[src/rtl/fpm_dram_pkg.sv]
// Shared types and default timing for the fast-page-mode DRAM controller.
// The optional periodic refresh is enabled by defining FPM_DRAM_REFRESH_EN.
package fpm_dram_pkg;

  typedef enum logic [3:0] {
    INIT_WAIT,
    INIT_REF,
    IDLE,
    REF,
    ROW,
    RCD,
    COL,
    CAS,
    CP,
    PRE
  } state_t;

  typedef enum logic [1:0] {
    CBR_CAS,
    CBR_RAS,
    CBR_PRE
  } cbr_ph_t;

  localparam int DEF_ROW_BITS       = 8;
  localparam int DEF_COL_BITS       = 8;
  localparam int DEF_DQ_W           = 4;
  localparam int DEF_BEATS          = 2;
  localparam int DEF_INIT_CYCLES    = 10000;
  localparam int DEF_INIT_REFRESHES = 8;
  localparam int DEF_REFRESH_CYCLES = 781;
  localparam int DEF_T_RCD          = 2;
  localparam int DEF_T_CAS          = 3;
  localparam int DEF_T_CP           = 1;
  localparam int DEF_T_RP           = 5;

  localparam int CBR_CAS_CYC = 2;
  localparam int CBR_RAS_CYC = 5;

  function automatic int max2(input int a, input int b);
    return (a > b) ? a : b;
  endfunction

endpackage

[src/rtl/fpm_dram_timer.sv]
// Loadable down-counter; done is high while the count sits at zero.
// Shared by every stall state of the controller.
module fpm_dram_timer #(
  parameter int W = 8
) (
  input  logic         clk,
  input  logic         rst_n,
  input  logic         load,
  input  logic [W-1:0] load_val,
  output logic         done
);

  logic [W-1:0] cnt;

  always_ff @(posedge clk or negedge rst_n) begin
    if (!rst_n) begin
      cnt <= '0;
    end else if (load) begin
      cnt <= load_val;
    end else if (cnt != '0) begin
      cnt <= cnt - 1'b1;
    end
  end

  assign done = (cnt == '0);

endmodule

[src/rtl/fpm_dram_ctrl.sv]
// Fast-page-mode DRAM controller: init pause, CBR refresh, BEATS-beat words.
// Define FPM_DRAM_REFRESH_EN to enable init and periodic CBR refresh.
module fpm_dram_ctrl
  import fpm_dram_pkg::*;
#(
  parameter int ROW_BITS       = DEF_ROW_BITS,
  parameter int COL_BITS       = DEF_COL_BITS,
  parameter int DQ_W           = DEF_DQ_W,
  parameter int BEATS          = DEF_BEATS,
  parameter int INIT_CYCLES    = DEF_INIT_CYCLES,
  parameter int INIT_REFRESHES = DEF_INIT_REFRESHES,
  parameter int REFRESH_CYCLES = DEF_REFRESH_CYCLES,
  parameter int T_RCD          = DEF_T_RCD,
  parameter int T_CAS          = DEF_T_CAS,
  parameter int T_CP           = DEF_T_CP,
  parameter int T_RP           = DEF_T_RP,
  localparam int W  = DQ_W * BEATS,
  localparam int AW = max2(ROW_BITS, COL_BITS)
) (
  input  logic                         clk,
  input  logic                         rst_n,
  input  logic                         req_valid,
  output logic                         req_ready,
  input  logic                         req_write,
  input  logic [ROW_BITS+COL_BITS-1:0] req_addr,
  input  logic [W-1:0]                 req_wdata,
  output logic                         rsp_valid,
  output logic [W-1:0]                 rsp_rdata,
  output logic                         busy,
  output logic [AW-1:0]                ram_addr,
  output logic [DQ_W-1:0]              ram_dq_o,
  output logic                         ram_dq_oe,
  input  logic [DQ_W-1:0]              ram_dq_i,
  output logic                         ram_ras_,
  output logic                         ram_cas_,
  output logic                         ram_we_,
  output logic                         ram_oe_
);

  localparam int TW  = $clog2(max2(max2(INIT_CYCLES, REFRESH_CYCLES),
                                   max2(T_RP, 8)) + 1);
  localparam int BTW = (BEATS > 1) ? $clog2(BEATS) : 1;
  localparam int RCW = $clog2(INIT_REFRESHES + 1);
  localparam int IW0 = (INIT_CYCLES > 1) ? INIT_CYCLES - 2 : 0;

  state_t                state;
  cbr_ph_t               ph;
  logic                  armed;
  logic [RCW-1:0]        ref_cnt;
  logic [ROW_BITS-1:0]   row_q;
  logic [COL_BITS-1:0]   col_q;
  logic                  wr_q;
  logic [W-1:0]          wdata_q;
  logic [W-1:0]          rbuf;
  logic [BTW-1:0]        beat;
  logic [COL_BITS-1:0]   col_cur;
  logic [ROW_BITS-1:0]   req_row;
  logic [COL_BITS-1:0]   req_col;
  logic                  last_beat;
  logic                  last_ref;
  logic                  ld;
  logic [TW-1:0]         ld_val;
  logic                  done;

  assign req_row   = req_addr[ROW_BITS+COL_BITS-1:COL_BITS];
  assign req_col   = req_addr[COL_BITS-1:0];
  assign col_cur   = col_q + COL_BITS'(beat);
  assign last_beat = (beat == BTW'(BEATS - 1));
  assign last_ref  = (ref_cnt == RCW'(INIT_REFRESHES - 1));
  assign busy      = (state != IDLE);

`ifdef FPM_DRAM_REFRESH_EN
  logic [TW-1:0] rtmr;
  logic          refresh_due;

  assign refresh_due = (rtmr >= TW'(REFRESH_CYCLES));
  assign req_ready   = (state == IDLE) && !refresh_due;

  // saturates at the threshold so it can never wrap past it
  always_ff @(posedge clk or negedge rst_n) begin
    if (!rst_n) begin
      rtmr <= '0;
    end else if (state == IDLE && refresh_due) begin
      rtmr <= '0;
    end else if (state != INIT_WAIT && !refresh_due) begin
      rtmr <= rtmr + 1'b1;
    end
  end
`else
  assign req_ready = (state == IDLE);
`endif

  fpm_dram_timer #(
    .W(TW)
  ) u_tmr (
    .clk      (clk),
    .rst_n    (rst_n),
    .load     (ld),
    .load_val (ld_val),
    .done     (done)
  );

  // timer is loaded on the cycle that enters a timed state
  always_comb begin
    ld     = 1'b0;
    ld_val = '0;
    unique case (state)
      INIT_WAIT: begin
        if (!armed) begin
          ld     = 1'b1;
          ld_val = TW'(IW0);
        end
`ifdef FPM_DRAM_REFRESH_EN
        else if (done) begin
          ld     = 1'b1;
          ld_val = TW'(CBR_CAS_CYC - 1);
        end
`endif
      end
      INIT_REF, REF: begin
        if (done) begin
          ld = 1'b1;
          unique case (ph)
            CBR_CAS: ld_val = TW'(CBR_RAS_CYC - 1);
            CBR_RAS: ld_val = TW'(T_RP - 1);
            default: ld_val = TW'(CBR_CAS_CYC - 1);
          endcase
        end
      end
`ifdef FPM_DRAM_REFRESH_EN
      IDLE: begin
        if (refresh_due) begin
          ld     = 1'b1;
          ld_val = TW'(CBR_CAS_CYC - 1);
        end
      end
`endif
      ROW: begin
        ld     = 1'b1;
        ld_val = TW'(T_RCD - 1);
      end
      COL: begin
        ld     = 1'b1;
        ld_val = TW'(T_CAS - 1);
      end
      CAS: begin
        if (done) begin
          ld     = 1'b1;
          ld_val = last_beat ? TW'(T_RP - 1) : TW'(T_CP - 1);
        end
      end
      default: ;
    endcase
  end

  always_ff @(posedge clk or negedge rst_n) begin
    if (!rst_n) begin
      state     <= INIT_WAIT;
      ph        <= CBR_CAS;
      armed     <= 1'b0;
      ref_cnt   <= '0;
      row_q     <= '0;
      col_q     <= '0;
      wr_q      <= 1'b0;
      wdata_q   <= '0;
      rbuf      <= '0;
      beat      <= '0;
      ram_addr  <= '0;
      ram_dq_o  <= '0;
      ram_dq_oe <= 1'b0;
      ram_ras_  <= 1'b1;
      ram_cas_  <= 1'b1;
      ram_we_   <= 1'b1;
      ram_oe_   <= 1'b1;
      rsp_valid <= 1'b0;
      rsp_rdata <= '0;
    end else begin
      rsp_valid <= 1'b0;
      unique case (state)
        INIT_WAIT: begin
          armed <= 1'b1;
          if (armed && done) begin
`ifdef FPM_DRAM_REFRESH_EN
            state    <= INIT_REF;
            ph       <= CBR_CAS;
            ram_cas_ <= 1'b0;
`else
            state    <= IDLE;
`endif
          end
        end
        INIT_REF, REF: begin
          if (done) begin
            unique case (ph)
              CBR_CAS: begin
                ph       <= CBR_RAS;
                ram_ras_ <= 1'b0;
              end
              CBR_RAS: begin
                ph       <= CBR_PRE;
                ram_ras_ <= 1'b1;
                ram_cas_ <= 1'b1;
              end
              default: begin
                if (state == INIT_REF && !last_ref) begin
                  ref_cnt  <= ref_cnt + 1'b1;
                  ph       <= CBR_CAS;
                  ram_cas_ <= 1'b0;
                end else begin
                  ref_cnt <= '0;
                  state   <= IDLE;
                end
              end
            endcase
          end
        end
        IDLE: begin
`ifdef FPM_DRAM_REFRESH_EN
          if (refresh_due) begin
            state    <= REF;
            ph       <= CBR_CAS;
            ram_cas_ <= 1'b0;
          end else
`endif
          if (req_valid && req_ready) begin
            row_q    <= req_row;
            col_q    <= req_col;
            wr_q     <= req_write;
            wdata_q  <= req_wdata;
            beat     <= '0;
            ram_addr <= AW'(req_row);
            ram_we_  <= !req_write;
            state    <= ROW;
          end
        end
        ROW: begin
          ram_ras_ <= 1'b0;
          state    <= RCD;
        end
        RCD: begin
          if (done) begin
            ram_addr <= AW'(col_cur);
            if (wr_q) begin
              ram_dq_oe <= 1'b1;
              ram_dq_o  <= wdata_q[int'(beat)*DQ_W +: DQ_W];
            end
            state <= COL;
          end
        end
        COL: begin
          ram_cas_ <= 1'b0;
          ram_oe_  <= wr_q;
          state    <= CAS;
        end
        CAS: begin
          if (done) begin
            ram_cas_  <= 1'b1;
            ram_oe_   <= 1'b1;
            ram_dq_oe <= 1'b0;
            if (!wr_q) begin
              rbuf[int'(beat)*DQ_W +: DQ_W] <= ram_dq_i;
            end
            if (last_beat) begin
              ram_ras_ <= 1'b1;
              state    <= PRE;
            end else begin
              beat  <= beat + 1'b1;
              state <= CP;
            end
          end
        end
        CP: begin
          if (done) begin
            ram_addr <= AW'(col_cur);
            if (wr_q) begin
              ram_dq_oe <= 1'b1;
              ram_dq_o  <= wdata_q[int'(beat)*DQ_W +: DQ_W];
            end
            state <= COL;
          end
        end
        PRE: begin
          if (done) begin
            ram_we_ <= 1'b1;
            state   <= IDLE;
            if (!wr_q) begin
              rsp_valid <= 1'b1;
              rsp_rdata <= rbuf;
            end
          end
        end
        default: state <= INIT_WAIT;
      endcase
    end
  end

endmodule

[config.mk]
export PLATFORM = sky130hd
export DESIGN_NAME = fpm_dram_ctrl
export DESIGN_NICKNAME = d
export VERILOG_FILES = /design/src/rtl/fpm_dram_pkg.sv /design/src/rtl/fpm_dram_timer.sv /design/src/rtl/fpm_dram_ctrl.sv
export SDC_FILE = /design/constraint.sdc
export NUM_CORES = 1
export LEC_CHECK = 0
export CAP_MARGIN = 20
export CELL_PAD_IN_SITES_DETAIL_PLACEMENT = 1
export CELL_PAD_IN_SITES_GLOBAL_PLACEMENT = 1
export CORE_AREA = 2 2 128 93
export CTS_CLUSTER_DIAMETER = 30
export DETAILED_ROUTE_END_ITERATION = 7
export DIE_AREA = 0 0 130 95
export PLACE_DENSITY_LB_ADDON = 0.1
export SLEW_MARGIN = 20
export SYNTH_ARGS = -nofsm -noshare
export SYNTH_HDL_FRONTEND = slang
export SYNTH_SLANG_ARGS = --single-unit
[constraint.sdc]
create_clock -name clk -period 2.15 [get_ports clk]
set_input_delay 0.43 -clock clk [delete_from_list [all_inputs] [get_ports clk]]
set_output_delay 0.43 -clock clk [all_outputs]
set_load 0.05 [all_outputs]
==> results of run 1 <==
[through the flow]
stage | utilization [%] | hold slack (ns) | setup slack (ns) | cells | setup TNS (ns)
after floorplan | - | 0.134 | -0.174 | 346 | -1.45
after global placement | 44.3 | 0.438 | -0.177 | 600 | -2.03
after detailed placement | 44.3 | 0.441 | -0.211 | 600 | -3.21
after CTS | 47.7 | 0.0774 | -0.155 | 618 | -0.977
after global routing | 48.4 | 0.0908 | -0.220 | 620 | -2.92
final | 48.4 | 0.0533 | -0.161 | 620 | -1.10
[placed cells by master (no fill, tap or decap), types with 3 or more instances in the layout]
cell type,count
xnor2_1,10
nand2b_1,5
mux2i_1,4
buf_12,4
a21oi_1,19
xor2_1,7
clkbuf_16,9
nor3_2,3
clkdlybuf4s50_1,52
nor3_1,5
nand2_1,21
nand3b_1,4
or3_1,3
o21ai_0,17
ha_1,5
nor4_1,4
buf_4,57
dfrtp_1,73
nor2_1,25
mux2_2,42
buf_6,3
nand3_1,11
dfstp_2,4
inv_1,7
mux2_4,7
clkinvlp_4,3
and3_1,3
nand4_1,5
[cells in the mapped netlist, types with 2 or more instances]
cell	instances
o31ai_1	3
dfrtp_1	73
nand2_1	21
inv_1	8
xnor2_1	10
mux2_4	3
mux2_2	46
nand4_1	5
clkbuf_1	13
nor2b_1	2
xor2_1	7
a21oi_1	19
and3_1	3
o21ai_0	18
nor4_1	4
or3_1	3
ha_1	5
nor3_2	2
dfstp_2	4
nor3_1	7
nand3b_1	4
mux2i_1	4
or3b_2	2
a21boi_0	2
a21o_1	2
nand2b_1	5
nor2_1	26
and2_1	3
nand3_1	12
a211oi_1	2
or2_2	2
[what timing repair did]
action | in CTS | in global routing
hold endpoints to repair | 0 | 0
pin swaps | 5 | 6
hold buffers | 0 | 0
setup endpoints to repair | 30 | 38
resized for setup | 11 | 14
setup buffers | 3 | 2
[path summary, 6_finish.rpt]
kind                                           start                        to  depth (start not counted)
max                        u_tmr.cnt[10]$_DFFE_PN0P_       rbuf[1]$_DFFE_PN0P_                          6
min                                            rst_n  u_tmr.cnt[5]$_DFFE_PN0P_                          1
max reg2reg                u_tmr.cnt[10]$_DFFE_PN0P_       rbuf[1]$_DFFE_PN0P_                          6
min reg2reg                        armed$_DFFE_PN0N_         armed$_DFFE_PN0N_                          1
max in group asynchronous                      rst_n  u_tmr.cnt[2]$_DFFE_PN0P_                          2
min in group clk                   armed$_DFFE_PN0N_         armed$_DFFE_PN0N_                          1
[sequential cells by signal, summed over array words and instances (netlist names), 2 cells and up]
name and count:
col_q 8, ref_cnt 4, ram_addr 8, rsp_rdata 8, rbuf 8, ph 2, state 4, u_tmr.cnt 14
ram_dq_o 4, wdata_q 8
[cells by family (layout without fill, tap and decap cells)]
group / count (synthesis) / count (layout) / synth area share [%]
AND/OR/NAND/NOR: 109 / 109 / 15.4
flip-flops: 77 / 77 / 50.5
AO/OA/AOI/OAI: 62 / 62 / 10.3
multiplexers: 53 / 53 / 15.8
buffers and inverters: 23 / 140 / 2.49
XOR/XNOR: 17 / 17 / 3.89
adder cells (fa/ha/maj): 5 / 5 / 1.64
[report_power, final]
| group | internal [mW] | switching [mW] |
|---|---|---|
| Combinational | 0.0825 | 0.0795 |
| Clock | 1.01 | 0.603 |
| Sequential | 1.46 | 0.00648 |
| Total | 2.55 | 0.689 |
[worst register-to-register path: stages (launching register included)]
cell     delay, ns
dfrtp_1       0.39
or4_4         0.56
nor3_4        0.19
buf_6         0.14
nand2_2       0.06
or4_4         0.53
mux2_4        0.33
[cell type report]
type / count / area [um^2] / share of cell area, %
sequential: 77 / 1930 / 35.4
clock buffer: 9 / 225 / 4.13
tap: 157 / 196 / 3.60
inverter: 8 / 33.8 / 0.620
multi-input combinational: 246 / 1900 / 34.8
timing repair buffer: 117 / 1070 / 19.7
clock inverter: 6 / 88.8 / 1.63
[routing by layer]
layer  wire length, um  up-vias  share of wire [%]  track usage, %
li1                  -     1481                  -               -
met1              5300     1504                 51            28.1
met2              4490       60                 43            26.9
met3               471        9                4.5            4.76
met4                97        0               0.94            4.03
met5                 0        -                  0               0
==> results.json, run 1 <==
{
  "status": "finished with violations",
  "violations": "negative setup slack",
  "end_kind": "flop",
  "grt_pass1_vias": 3221,
  "fin_area_um2": 5450,
  "die_h_um": 95,
  "hold_class": "in2async",
  "period_share_pct": 108,
  "io_pins": 60,
  "start_util_pct": 33.9,
  "path_clk_slew_ns": 0.06,
  "root_buffer": "clkbuf_16",
  "syn-num-nets": 383,
  "area_delta_synth_final_pct": 42.4,
  "final_hold_viol_count": 0,
  "diodes": 0,
  "cp_top_family": "simple AND/OR/NAND/NOR gates",
  "netlist.area_leader.share_pct": 47.7,
  "final-setup-viol-count": 17,
  "placed_cell_area_um2": 5000,
  "cpMostUsedCell": "or4_4",
  "drt_wl_total_um": 10400,
  "r2r_slack_ns": -0.16,
  "synth_seq_area_share_pct": 50.5,
  "final.min_clock_period_ns": 2.31,
  "finClkSkew_ns": 0.00604,
  "slowest_delay_ns": 0.56,
  "nNetsFinal": 496,
  "die_x_um": 130,
  "p_per_area_nw_per_um2": 595,
  "vdd_drop_max_uv": 333,
  "synthArstFlopShare_pct": 100,
  "antenna_found_initial": 0,
  "cp-start-kind": "flop",
  "wl_per_cell_um": 16.7,
  "crit_buf_inv": 1,
  "leakagePower_nw": 2.41,
  "num_rows": 33,
  "slowest_stage": "or4_4",
  "drt-vias-per-instance": 4.93,
  "routabilityCongestion": 0.816,
  "drc": 0,
  "total_power_mw": 3.24,
  "syn_inst": 346,
  "grt_pass1_wl_um": 17300,
  "cp_data_arrival_time_ns": 2.53,
  "grt_usage_pct": 18.7,
  "synth_edf_count": 0,
  "cts.sinks": 77,
  "global_route.overflow_total": 0,
  "synth_top_area_cell": "dfrtp_1",
  "first_pass_iters": 4,
  "port_buffers": 59,
  "finalMaxSlewViolations": 0,
  "syn_area_per_cell_um2": 11.1,
  "drive_above_1_share_pct": 33.7,
  "relSlewSlack_pct": 65.3,
  "crit_fanout": 4,
  "die_area_um2": 12400,
  "clk-insertion-delay-late_ns": 0.34,
  "synth.distinct_cells": 57,
  "drtIter0Drc": 136,
  "ys_seq_elements": 77,
  "cp.required_ns": 2.37,
  "cts_max_path_buffers": 2,
  "syn-cell-area_um2": 3830,
  "tritoncts": "done",
  "nFillCells": 1215,
  "ant_nets": 0,
  "synth_area_leaders": "dfrtp_1 48%, mux2_2 14%, dfstp_2 2.7%",
  "rsz0062_at_grt": "true",
  "worstSetupPathType": "reg2reg",
  "htree_num_levels": 3,
  "layout_setup_ws_ns": -0.161,
  "grt_max_degree": 37,
  "cts_buffers": 9,
  "core_area_um2": 11300,
  "dp_hpwl_um": 7590,
  "timing.max_cap.violations": 0,
  "path_cells": "or4_4 > nor3_4 > buf_6 > nand2_2 > or4_4 > mux2_4",
  "fmax_ghz": 0.433,
  "ys.flop_type": "dfrtp_1",
  "vias": 3054,
  "worstMarginPinSlew_ns": 0.519,
  "synth.yosys.warnings": 0
}
Power figures use the tool's default switching activity.
==> run 2, diff against run 1 <==
--- a/config.mk
+++ b/config.mk
@@ -8,11 +8,12 @@
 export CAP_MARGIN = 20
 export CELL_PAD_IN_SITES_DETAIL_PLACEMENT = 1
 export CELL_PAD_IN_SITES_GLOBAL_PLACEMENT = 1
-export CORE_AREA = 2 2 128 93
+export CORE_AREA = 8 8 134 99
 export CTS_CLUSTER_DIAMETER = 30
 export DETAILED_ROUTE_END_ITERATION = 7
-export DIE_AREA = 0 0 130 95
+export DIE_AREA = 0 0 142 107
 export PLACE_DENSITY_LB_ADDON = 0.1
+export SKIP_CTS_REPAIR_TIMING = 1
 export SLEW_MARGIN = 20
 export SYNTH_ARGS = -nofsm -noshare
 export SYNTH_HDL_FRONTEND = slang
==> run 2 against run 1 <==
  * The flow still finishes with violations (negative setup slack)
  * Critical endpoint is now state[2]$_DFFE_PN0P_
  * Via count increased by 0.33%
  * Core utilization down 0.44 points
  * Design area is 0.92% lower
  * Die area rose by 23%
  * Global-route usage fell by 3.0 points
  * Largest power group is now registers
  * Setup slack better by 0.021 ns
==> results.json, run 2 (synthesis results as in run 1) <==
{
  "seqPwrFrac_pct": 47.4,
  "die_area_um2": 15200,
  "ant_nets": 0,
  "cts_buffers": 9,
  "placedCellCount": 598,
  "grt_max_degree": 34,
  "p_int_mw": 2.34,
  "slowest_stage": "or4_4",
  "grt_pass1_wl_um": 18400,
  "final_hold_viol_count": 0,
  "rsz0062_at_grt": "true",
  "layout_setup_ws_ns": -0.140,
  "grt_usage_pct": 15.7,
  "diodes": 0,
  "hold_class": "in2async",
  "pwr-share-clk_pct": 47.5,
  "root_buffer": "clkbuf_16",
  "mostFrequentLayoutCell": "dfrtp_1",
  "worstSetupPathType": "reg2reg",
  "final-setup-viol-count": 21,
  "p_per_area_nw_per_um2": 573,
  "largest_reg_flops": 14,
  "period_share_pct": 107,
  "finalMaxSlewViolations": 0,
  "fmax_ghz": 0.437,
  "wl_per_cell_um": 18.2,
  "swShare_pct": 24.4,
  "slowest_delay_ns": 0.56,
  "power_frac_comb_pct": 5.2,
  "seq_area_um2": 1930,
  "worstMarginPinSlew_ns": 0.538,
  "cp.required_ns": 2.38,
  "drive_above_1_share_pct": 34.5,
  "nFillCells": 1216,
  "timing.max_cap.violations": 0,
  "multiInputGateArea_um2": 1910,
  "drtIter0Drc": 130,
  "finClkSkew_ns": 0.00744,
  "cp-start-kind": "flop",
  "clk-insertion-delay-late_ns": 0.35,
  "crit_fanout": 4,
  "cp_data_arrival_time_ns": 2.52,
  "first_pass_iters": 4,
  "path_cells": "or4_4 > nor3_4 > buf_4 > a22oi_2 > or4b_4 > mux2_4",
  "relSlewSlack_pct": 64.0,
  "area_delta_synth_final_pct": 41.1,
  "r2r_start": "u_tmr.cnt[10]$_DFFE_PN0P_",
  "largest_register": "u_tmr.cnt",
  "die_x_um": 142,
  "drt_wl_total_um": 11200,
  "final.min_clock_period_ns": 2.29,
  "layout.cells.non_filler": 615,
  "vdd_drop_max_uv": 362,
  "grt_pass1_vias": 3344,
  "end_kind": "flop",
  "dp_hpwl_um": 8600,
  "drt-vias-per-instance": 4.98,
  "port_buffers": 59,
  "drc": 0,
  "start_util_pct": 33.9,
  "path_clk_slew_ns": 0.07,
  "routabilityCongestion": 0.771,
  "tritoncts": "done",
  "violations": "negative setup slack",
  "status": "finished with violations",
  "vias": 3064,
  "antenna_found_initial": 0,
  "switching_power_mw": 0.756,
  "cts_max_path_buffers": 2,
  "total_power_mw": 3.10,
  "global_route.overflow_total": 0,
  "nNetsFinal": 490,
  "core_area_um2": 11300,
  "htree_num_levels": 3,
  "cts.sinks": 77,
  "leakagePower_nw": 2.34,
  "num_rows": 33,
  "crit_start": "u_tmr.cnt[10]$_DFFE_PN0P_",
  "die_h_um": 107,
  "io_pins": 60,
  "final_cell_mix": "73 x dfrtp_1, 52 x clkdlybuf4s50_1, 50 x buf_4, 46 x mux2_2, 25 x nor2_1"
}
-- run 2: cell count changes in the layout (fill, tap and decap cells not counted), sizes merged --
cell          change
buf               -5
bufinv            -2
clkinv            -1
dlymetal6s2s      -1
inv               +4
-- run 2: power by group through the flow --
stage / clock network (mW) / registers (mW) / logic [mW]
after global placement: 0 / 1.49 / 0.162
after global routing: 1.58 / 1.47 / 0.174
final: 1.47 / 1.47 / 0.160
after CTS: 1.52 / 1.47 / 0.165
after floorplan: 0 / 1.52 / 0.0177
after detailed placement: 0 / 1.49 / 0.164
-- run 2: final timing paths --
check                                         end  slack, ns  cells past startpoint
setup reg to reg             state[2]$_DFFE_PN0P_      -0.14                      6
hold reg to reg            ref_cnt[3]$_DFFE_PN0P_       0.49                      1
hold / removal             ref_cnt[2]$_DFFE_PN0P_       0.01                      1
min in group clk           ref_cnt[3]$_DFFE_PN0P_       0.49                      1
setup / recovery             state[2]$_DFFE_PN0P_      -0.14                      6
max in group asynchronous     ram_we_$_DFFE_PN1P_       1.48                      2
-- run 2: area by class of cell --
cell class	instances	area share (%)
clock buffers	9	4.17
clock inverters	7	1.07
inverters	8	0.626
multi-input cells	246	35.3
flip-flops and latches	77	35.8
well taps	157	3.64
repair buffers	111	19.4
-- run 2: critical path: cells and delay by family, from the launching register on --
family / cells / cell delay, ns
muxes: 1 / 0.32
buffers and inverters: 1 / 0.16
and+or+nand+nor: 3 / 1.25
AOI/OAI and AO/OA: 1 / 0.06
DFF: 1 / 0.38
-- run 2: layer usage --
| metal | up-vias | global-route usage, % | share of wire (%) | wire (um) |
|---|---|---|---|---|
| met5 | - | 0 | 0 | 0 |
| met4 | 0 | 5.27 | 1.3 | 150 |
| met3 | 11 | 5.15 | 5.8 | 649 |
| met2 | 60 | 22.0 | 42 | 4690 |
| met1 | 1531 | 22.0 | 51 | 5690 |
| li1 | 1462 | - | - | - |
-- run 2: metrics by stage --
stage	util, %	TNS (ns)	hold slack (ns)	setup slack [ns]	area, um^2
after floorplan	-	-1.45	0.134	-0.174	3850
after global placement	44.4	-1.88	0.396	-0.164	5000
after detailed placement	44.4	-2.78	0.402	-0.215	5000
after CTS	46.9	-3.19	0.0262	-0.230	5290
after global routing	47.9	-3.17	0.0320	-0.198	5400
final	47.9	-1.16	0.0121	-0.140	5400
